**src/rtl/elevator_call_scheduler_if.sv**
```systemverilog
// Request/position bundle between the call scheduler and the elevator car.
// The scheduler takes the master view: it drives floor_req and the status
// outputs and observes buttons and car position.
interface elevator_call_scheduler_if #(
  parameter int N_FLOORS = 5
);
  logic [N_FLOORS-1:0] btn;
  logic [N_FLOORS-1:0] floor_pos;
  logic [N_FLOORS-1:0] floor_req;
  logic [N_FLOORS-1:0] pending;
  logic                dir_up;
  logic                busy;
  logic                pos_err;

  modport master (
    input  btn,
    input  floor_pos,
    output floor_req,
    output pending,
    output dir_up,
    output busy,
    output pos_err
  );

  modport slave (
    output btn,
    output floor_pos,
    input  floor_req,
    input  pending,
    input  dir_up,
    input  busy,
    input  pos_err
  );
endinterface

```
**src/rtl/elevator_call_scheduler.sv**
```systemverilog
// SCAN-ordered elevator call scheduler. Latches button presses into a
// pending set, picks one target at a time (keep direction, reverse only when
// nothing is ahead), holds it until the car arrives, dwells, then clears it.
module elevator_call_scheduler #(
  parameter int N_FLOORS     = 5,
  parameter int DWELL_CYCLES = 4
) (
  input  logic                       clk,
  input  logic                       rst,
  elevator_call_scheduler_if.master  bus
);

  localparam int CW = (DWELL_CYCLES > 1) ? $clog2(DWELL_CYCLES) : 1;
  localparam logic [N_FLOORS-1:0] ZERO     = {N_FLOORS{1'b0}};
  localparam logic [N_FLOORS-1:0] ONE      = {{(N_FLOORS-1){1'b0}}, 1'b1};
  localparam logic [CW-1:0]       CNT_LOAD = CW'(DWELL_CYCLES - 1);
  localparam logic [CW-1:0]       CNT_ZERO = {CW{1'b0}};
  localparam logic [CW-1:0]       CNT_ONE  = CW'(1);

  typedef enum logic [1:0] {
    IDLE     = 2'd0,
    SELECT   = 2'd1,
    DISPATCH = 2'd2,
    DWELL    = 2'd3
  } state_t;

  // True when exactly one bit of v is set.
  function automatic logic is_onehot(input logic [N_FLOORS-1:0] v);
    return (v != ZERO) && ((v & (v - ONE)) == ZERO);
  endfunction

  // Isolates the lowest set bit (nearest call above when applied to an upper mask).
  function automatic logic [N_FLOORS-1:0] lowest_bit(input logic [N_FLOORS-1:0] v);
    return v & (~v + ONE);
  endfunction

  // Isolates the highest set bit (nearest call below when applied to a lower mask).
  function automatic logic [N_FLOORS-1:0] highest_bit(input logic [N_FLOORS-1:0] v);
    logic [N_FLOORS-1:0] r;
    r = ZERO;
    for (int i = 0; i < N_FLOORS; i++) begin
      r = v[i] ? (ONE << i) : r;
    end
    return r;
  endfunction

  state_t              state_r, state_next_s;
  logic [N_FLOORS-1:0] btn_q_r, pending_r, last_floor_r, floor_req_r;
  logic [N_FLOORS-1:0] req_next_s, clr_s, press_s, pending_next_s;
  logic [N_FLOORS-1:0] above_mask_s, below_mask_s, calls_above_s, calls_below_s;
  logic [CW-1:0]       cnt_r, cnt_next_s;
  logic                dir_up_r, dir_next_s, busy_r, pos_err_r;
  logic                pos_ok_s, arrive_s;

  assign pos_ok_s = is_onehot(bus.floor_pos);
  assign arrive_s = pos_ok_s && (bus.floor_pos == floor_req_r);

  // A press at the floor currently being dwelt at is already served.
  assign press_s        = bus.btn & ~btn_q_r & ~((state_r == DWELL) ? floor_req_r : ZERO);
  assign pending_next_s = (pending_r | press_s) & ~clr_s;

  assign calls_above_s = pending_r & above_mask_s;
  assign calls_below_s = pending_r & below_mask_s;

  // Masks of floors strictly above and strictly below the last known floor.
  always_comb begin
    logic seen_lo;
    logic seen_hi;
    seen_lo      = 1'b0;
    seen_hi      = 1'b0;
    above_mask_s = ZERO;
    below_mask_s = ZERO;
    for (int i = 0; i < N_FLOORS; i++) begin
      above_mask_s[i] = seen_lo;
      seen_lo         = seen_lo | last_floor_r[i];
    end
    for (int i = N_FLOORS - 1; i >= 0; i--) begin
      below_mask_s[i] = seen_hi;
      seen_hi         = seen_hi | last_floor_r[i];
    end
  end

  // FSM state register.
  always_ff @(posedge clk or negedge rst) begin
    if (!rst) begin
      state_r <= IDLE;
    end else begin
      state_r <= state_next_s;
    end
  end

  // Next-state, target selection, dwell count and call clearing.
  always_comb begin
    state_next_s = state_r;
    req_next_s   = floor_req_r;
    dir_next_s   = dir_up_r;
    cnt_next_s   = cnt_r;
    clr_s        = ZERO;
    case (state_r)
      IDLE: begin
        req_next_s = ZERO;
        if (pending_r != ZERO) begin
          state_next_s = SELECT;
        end else begin
          state_next_s = IDLE;
        end
      end
      SELECT: begin
        state_next_s = DISPATCH;
        if ((pending_r & last_floor_r) != ZERO) begin
          req_next_s = last_floor_r;
        end else if (dir_up_r) begin
          if (calls_above_s != ZERO) begin
            req_next_s = lowest_bit(calls_above_s);
          end else begin
            req_next_s = highest_bit(calls_below_s);
            dir_next_s = 1'b0;
          end
        end else begin
          if (calls_below_s != ZERO) begin
            req_next_s = highest_bit(calls_below_s);
          end else begin
            req_next_s = lowest_bit(calls_above_s);
            dir_next_s = 1'b1;
          end
        end
      end
      DISPATCH: begin
        // Target is frozen for the whole trip; new calls wait for the next SELECT.
        if (arrive_s) begin
          clr_s        = floor_req_r;
          cnt_next_s   = CNT_LOAD;
          state_next_s = DWELL;
        end else begin
          state_next_s = DISPATCH;
        end
      end
      DWELL: begin
        if (cnt_r == CNT_ZERO) begin
          if (pending_r != ZERO) begin
            state_next_s = SELECT;
          end else begin
            state_next_s = IDLE;
            req_next_s   = ZERO;
          end
        end else begin
          cnt_next_s = cnt_r - CNT_ONE;
        end
      end
      default: begin
        state_next_s = IDLE;
        req_next_s   = ZERO;
      end
    endcase
  end

  // Registered datapath and outputs; reset discards all calls and the target.
  always_ff @(posedge clk or negedge rst) begin
    if (!rst) begin
      btn_q_r      <= ZERO;
      pending_r    <= ZERO;
      last_floor_r <= ONE;
      floor_req_r  <= ZERO;
      dir_up_r     <= 1'b1;
      cnt_r        <= CNT_ZERO;
      busy_r       <= 1'b0;
      pos_err_r    <= 1'b0;
    end else begin
      btn_q_r      <= bus.btn;
      pending_r    <= pending_next_s;
      last_floor_r <= pos_ok_s ? bus.floor_pos : last_floor_r;
      floor_req_r  <= req_next_s;
      dir_up_r     <= dir_next_s;
      cnt_r        <= cnt_next_s;
      busy_r       <= (state_next_s != IDLE);
      pos_err_r    <= ~pos_ok_s;
    end
  end

  assign bus.floor_req = floor_req_r;
  assign bus.pending   = pending_r;
  assign bus.dir_up    = dir_up_r;
  assign bus.busy      = busy_r;
  assign bus.pos_err   = pos_err_r;

endmodule

```
**src/flat_wrapper.sv**
```systemverilog
// flat-port wrapper written by rule: the top's interface ports become plain ports
module elevator_call_scheduler_flat 
#(
  parameter int N_FLOORS     = 5,
  parameter int DWELL_CYCLES = 4
)
  (clk, rst, bus_btn, bus_floor_pos, bus_floor_req, bus_pending, bus_dir_up, bus_busy, bus_pos_err);
  elevator_call_scheduler_if #(.N_FLOORS(N_FLOORS)) bus_i ();
  input  logic clk;
  input  logic rst;
  input wire logic [$bits(bus_i.btn)-1:0] bus_btn;
  input wire logic [$bits(bus_i.floor_pos)-1:0] bus_floor_pos;
  output wire logic [$bits(bus_i.floor_req)-1:0] bus_floor_req;
  output wire logic [$bits(bus_i.pending)-1:0] bus_pending;
  output wire logic [$bits(bus_i.dir_up)-1:0] bus_dir_up;
  output wire logic [$bits(bus_i.busy)-1:0] bus_busy;
  output wire logic [$bits(bus_i.pos_err)-1:0] bus_pos_err;
  assign bus_i.btn = bus_btn;
  assign bus_i.floor_pos = bus_floor_pos;
  assign bus_floor_req = bus_i.floor_req;
  assign bus_pending = bus_i.pending;
  assign bus_dir_up = bus_i.dir_up;
  assign bus_busy = bus_i.busy;
  assign bus_pos_err = bus_i.pos_err;
  elevator_call_scheduler #(.N_FLOORS(N_FLOORS), .DWELL_CYCLES(DWELL_CYCLES)) u_core (.clk(clk), .rst(rst), .bus(bus_i));
endmodule
```
**config.mk**
```make
export PLATFORM = sky130hd
export DESIGN_NAME = elevator_call_scheduler_flat
export DESIGN_NICKNAME = d
export VERILOG_FILES = /design/src/rtl/elevator_call_scheduler_if.sv /design/src/rtl/elevator_call_scheduler.sv /design/src/flat_wrapper.sv
export SDC_FILE = /design/constraint.sdc
export NUM_CORES = 1
export LEC_CHECK = 0
export CAP_MARGIN = 20
export CORE_ASPECT_RATIO = 1.75
export CORE_MARGIN = 5
export CORE_UTILIZATION = 46
export CTS_CLUSTER_DIAMETER = 200
export DETAILED_ROUTE_END_ITERATION = 8
export PLACE_DENSITY_LB_ADDON = 0.25
export SYNTH_ARGS = -nofsm -noshare
export SYNTH_HDL_FRONTEND = slang
export SYNTH_SLANG_ARGS = --single-unit
export TNS_END_PERCENT = 20
```
**constraint.sdc**
```tcl
create_clock -name clk -period 5.3 [get_ports clk]
set_clock_uncertainty 0.1 [all_clocks]
set_input_delay 0.795 -clock clk [delete_from_list [all_inputs] [get_ports clk]]
set_output_delay 0.795 -clock clk [all_outputs]
set_load 0.05 [all_outputs]
```
==> out/metrics.cfg <==
[sta]
clock.fmax_mhz=356.9
grt_setup_unrepaired=no
finalMaxSlewViolations=0
finalSetupTns_ns=0
timing_hold_violations_final=0
setup_violations=0
slew_headroom_pct=63.71
worst_pin_slew_ns=0.5394
layout_worst_path_cycle_share_pct=52.87
hold_slack_ns=0.3799
timing.final.crit_period_ns=2.802

[power_and_ir_drop]
power_frac_comb_pct=38.1
share_of_total_power_in_sequential_cells_pct=45.1
power.clock.fraction_pct=16.8
power_density_nw_per_um2=391.7
peakVddDrop_uv=204.3
power.switching_fraction_pct=40.64
internal_power_uw=417.2
cellLeakagePower_uw=0.0007335
switchingPower_uw=285.6

[die]
rows=27
die_width_um=52.92
die_height_um=85.11
area_of_the_die_sq_um=4503
initial_utilization_pct=47.19
io_pins=25
core_region_area_sq_um=3142

[grt]
grt_pass1_vias=1225
groute.usage.overall_pct=16.82
grt_max_degree=28
grt-busiest-layer=met2
grt_util_met2_pct=28.73
grt_remaining_overflow=0
grt_pass1_wl_um=5671
antenna_found_initial=0
grtUsageMet3_pct=2.285
grt_util_met1_pct=19.35

[drt]
drt_first_pass_iters=4
detail-route-antenna-nets=0
num_vias=1254
post_drt_via_cell_ratio=5.779
drt_first_iter_violations=72
detail_route.wl_per_cell_um=15.83
remaining_drc_errors=0
totalWireLength_um=3435

[yosys]
syn_avg_cell_area_sq_um=9.691
yosysWarningCount=0
synth_fa_ha_area_share_pct=1.603
synth-main-ff-cell=sky130_fd_sc_hd__dfrtp_1
synth_compound_area_share_pct=23.88
synth_xor_area_share_pct=2.954
mappedNetlistArea_sq_um=1483
synthSimpleGateAreaFrac_pct=14.43
ys_async_sr_fraction_pct=100.0
synth-edff-count=0
synth_top_family_by_area=compound AO/OA/AOI/OAI gates
synthesis.instances=153
synth.mux.area_fraction_pct=5.738
synth_nets=166
ys_seq_elements=27
ys_seq_area_share_pct=45.74
yosys.cell_types.count=44

[min_path]
hold_path_end=u_core.cnt_r[0]$_DFFE_PN0P_
whs_path_depth=1
hold_class=reg -> reg
hold_startpoint=u_core.cnt_r[0]$_DFFE_PN0P_

[setup_path]
r2r_end=u_core.bus.floor_req[2]$_DFFE_PN0P_
r2r_cells=5
crit_path_start_kind=input pin
critical_path.max_fanout=8
setup_slack_reg_to_reg_ns=3.20
worst_ep_required_time_ns=5.35
r2r-start=u_core.last_floor_r[2]$_DFFE_PN0N_
critPathArrivalTime_ns=2.85
crit_path_end_kind=flip-flop
timing_worst_setup_path_type=in -> reg

[status]
outcome=finished clean

[layout]
finalNetCount=188
syn_to_final_growth_pct=21.01
diodes=0
drive_above_1_share_pct=9.770
most-common-layout-cells=25 x sky130_fd_sc_hd__dfrtp_1, 24 x sky130_fd_sc_hd__clkdlybuf4s50_1, 16 x sky130_fd_sc_hd__a21oi_1
mostFrequentLayoutCell=sky130_fd_sc_hd__dfrtp_1

[clocking]
cts_setup_buffers=0
clk_pin_slew_worst_paths_ns=0.09
ctsHoldBuffers=0
tritoncts.num_buffers=3
clockBufferDepth=2
clock_sinks=27
cts-resized-gates=0
clock_tree_from_tritoncts=built
worstSkewPairLatency_ns=0.27
cts-root-buf=sky130_fd_sc_hd__clkbuf_8
ctsHtreeMaxLevel=1

[placement]
port_buffers=24
gp_congestion=0.8635
post-dp-hpwl_um=2580

[job]
max_cap_violations=0

==> worst max path at each step <==
stage,startpoint,to,slack (ns)
floorplan,bus_floor_pos[3],u_core.last_floor_r[1]$_DFFE_PN0N_,2.90
global placement,bus_floor_pos[1],u_core.bus.pending[2]$_DFF_PN0_,2.27
global route,bus_floor_pos[1],u_core.bus.pending[1]$_DFF_PN0_,2.36
detailed placement,bus_floor_pos[1],u_core.bus.pending[1]$_DFF_PN0_,2.20
finish,bus_floor_pos[1],u_core.bus.pending[1]$_DFF_PN0_,2.50
CTS,bus_floor_pos[1],u_core.bus.pending[1]$_DFF_PN0_,2.49
==> synth_stat cells, drive strengths merged, types with 3 or more instances <==
| cell | n | area share, % |
|---|---|---|
| inv | 12 | 3.0 |
| dfrtp | 25 | 42 |
| nor3 | 6 | 2.0 |
| o21ai | 8 | 2.7 |
| a211oi | 4 | 2.9 |
| nand2 | 10 | 2.5 |
| nand2b | 3 | 1.3 |
| o21bai | 5 | 2.5 |
| mux2 | 3 | 3.0 |
| o41ai | 3 | 1.8 |
| mux2i | 4 | 2.7 |
| xnor2 | 5 | 3.0 |
| a21oi | 16 | 5.4 |
| and2 | 4 | 1.9 |
| clkbuf | 6 | 1.5 |
| nor2 | 8 | 2.0 |
| a22oi | 4 | 2.0 |
==> area by class of cell <==
class | count | area [sq um]
clock buffer | 3 | 41.29
sequential | 27 | 678.2
inverter | 12 | 45.04
tap | 43 | 53.80
fill | 283 | 1348
clock inverter | 1 | 7.507
multi-input combinational | 106 | 720.7
timing repair buffer | 25 | 247.7
==> worst max-delay path, stage by stage <==
cell	delay, ns
sky130_fd_sc_hd__clkdlybuf4s50_1	0.52
sky130_fd_sc_hd__maj3_2	0.38
sky130_fd_sc_hd__or4_4	0.51
sky130_fd_sc_hd__a211oi_4	0.39
sky130_fd_sc_hd__o21bai_1	0.17
sky130_fd_sc_hd__a21oi_1	0.09
==> sequential cells by signal, indices dropped and copies added, names as in the netlist, 2 cells and up <==
name	cells
u_core.state_r	2
u_core.cnt_r	2
u_core.last_floor_r	5
u_core.bus.pending	5
u_core.bus.floor_req	5
u_core.btn_q_r	5
==> cell families after synthesis <==
group                      after synthesis
AOI/OAI and AO/OA                       51
xor gates and xnor gates                 5
adders and majority gates                2
buffers and inverters                   20
DFF                                     27
muxes                                    7
and+or+nand+nor                         41
==> metal layers <==
metal  part of all wire [%]  vias to the layer above
met4                    2.7                        0
met5                      0                        -
met1                     38                      598
li1                       -                      597
met3                    6.5                       10
met2                     52                       49
==> metrics by stage <==
stage	util (%)	power, uW	instances	worst slack [ns]	cell area, sq um
floorplan	-	498.4	153	2.900	1483
global placement	55.56	582.2	213	2.267	1745
detailed placement	55.56	590.1	213	2.202	1745
CTS	57.11	708.8	217	2.493	1794
global route	57.11	747.7	217	2.355	1794
finish	57.11	702.8	217	2.498	1794
==> power groups by stage <==
stage                     sequential (uW)  combinational (uW)  clock, uW
after floorplan                       344                 154          0
final                                 317                 268        118
after global routing                  324                 291        132
after global placement                320                 262          0
after CTS                             316                 271        122
after detailed placement              321                 270          0
Note: power is estimated with default switching activity, not from simulation.
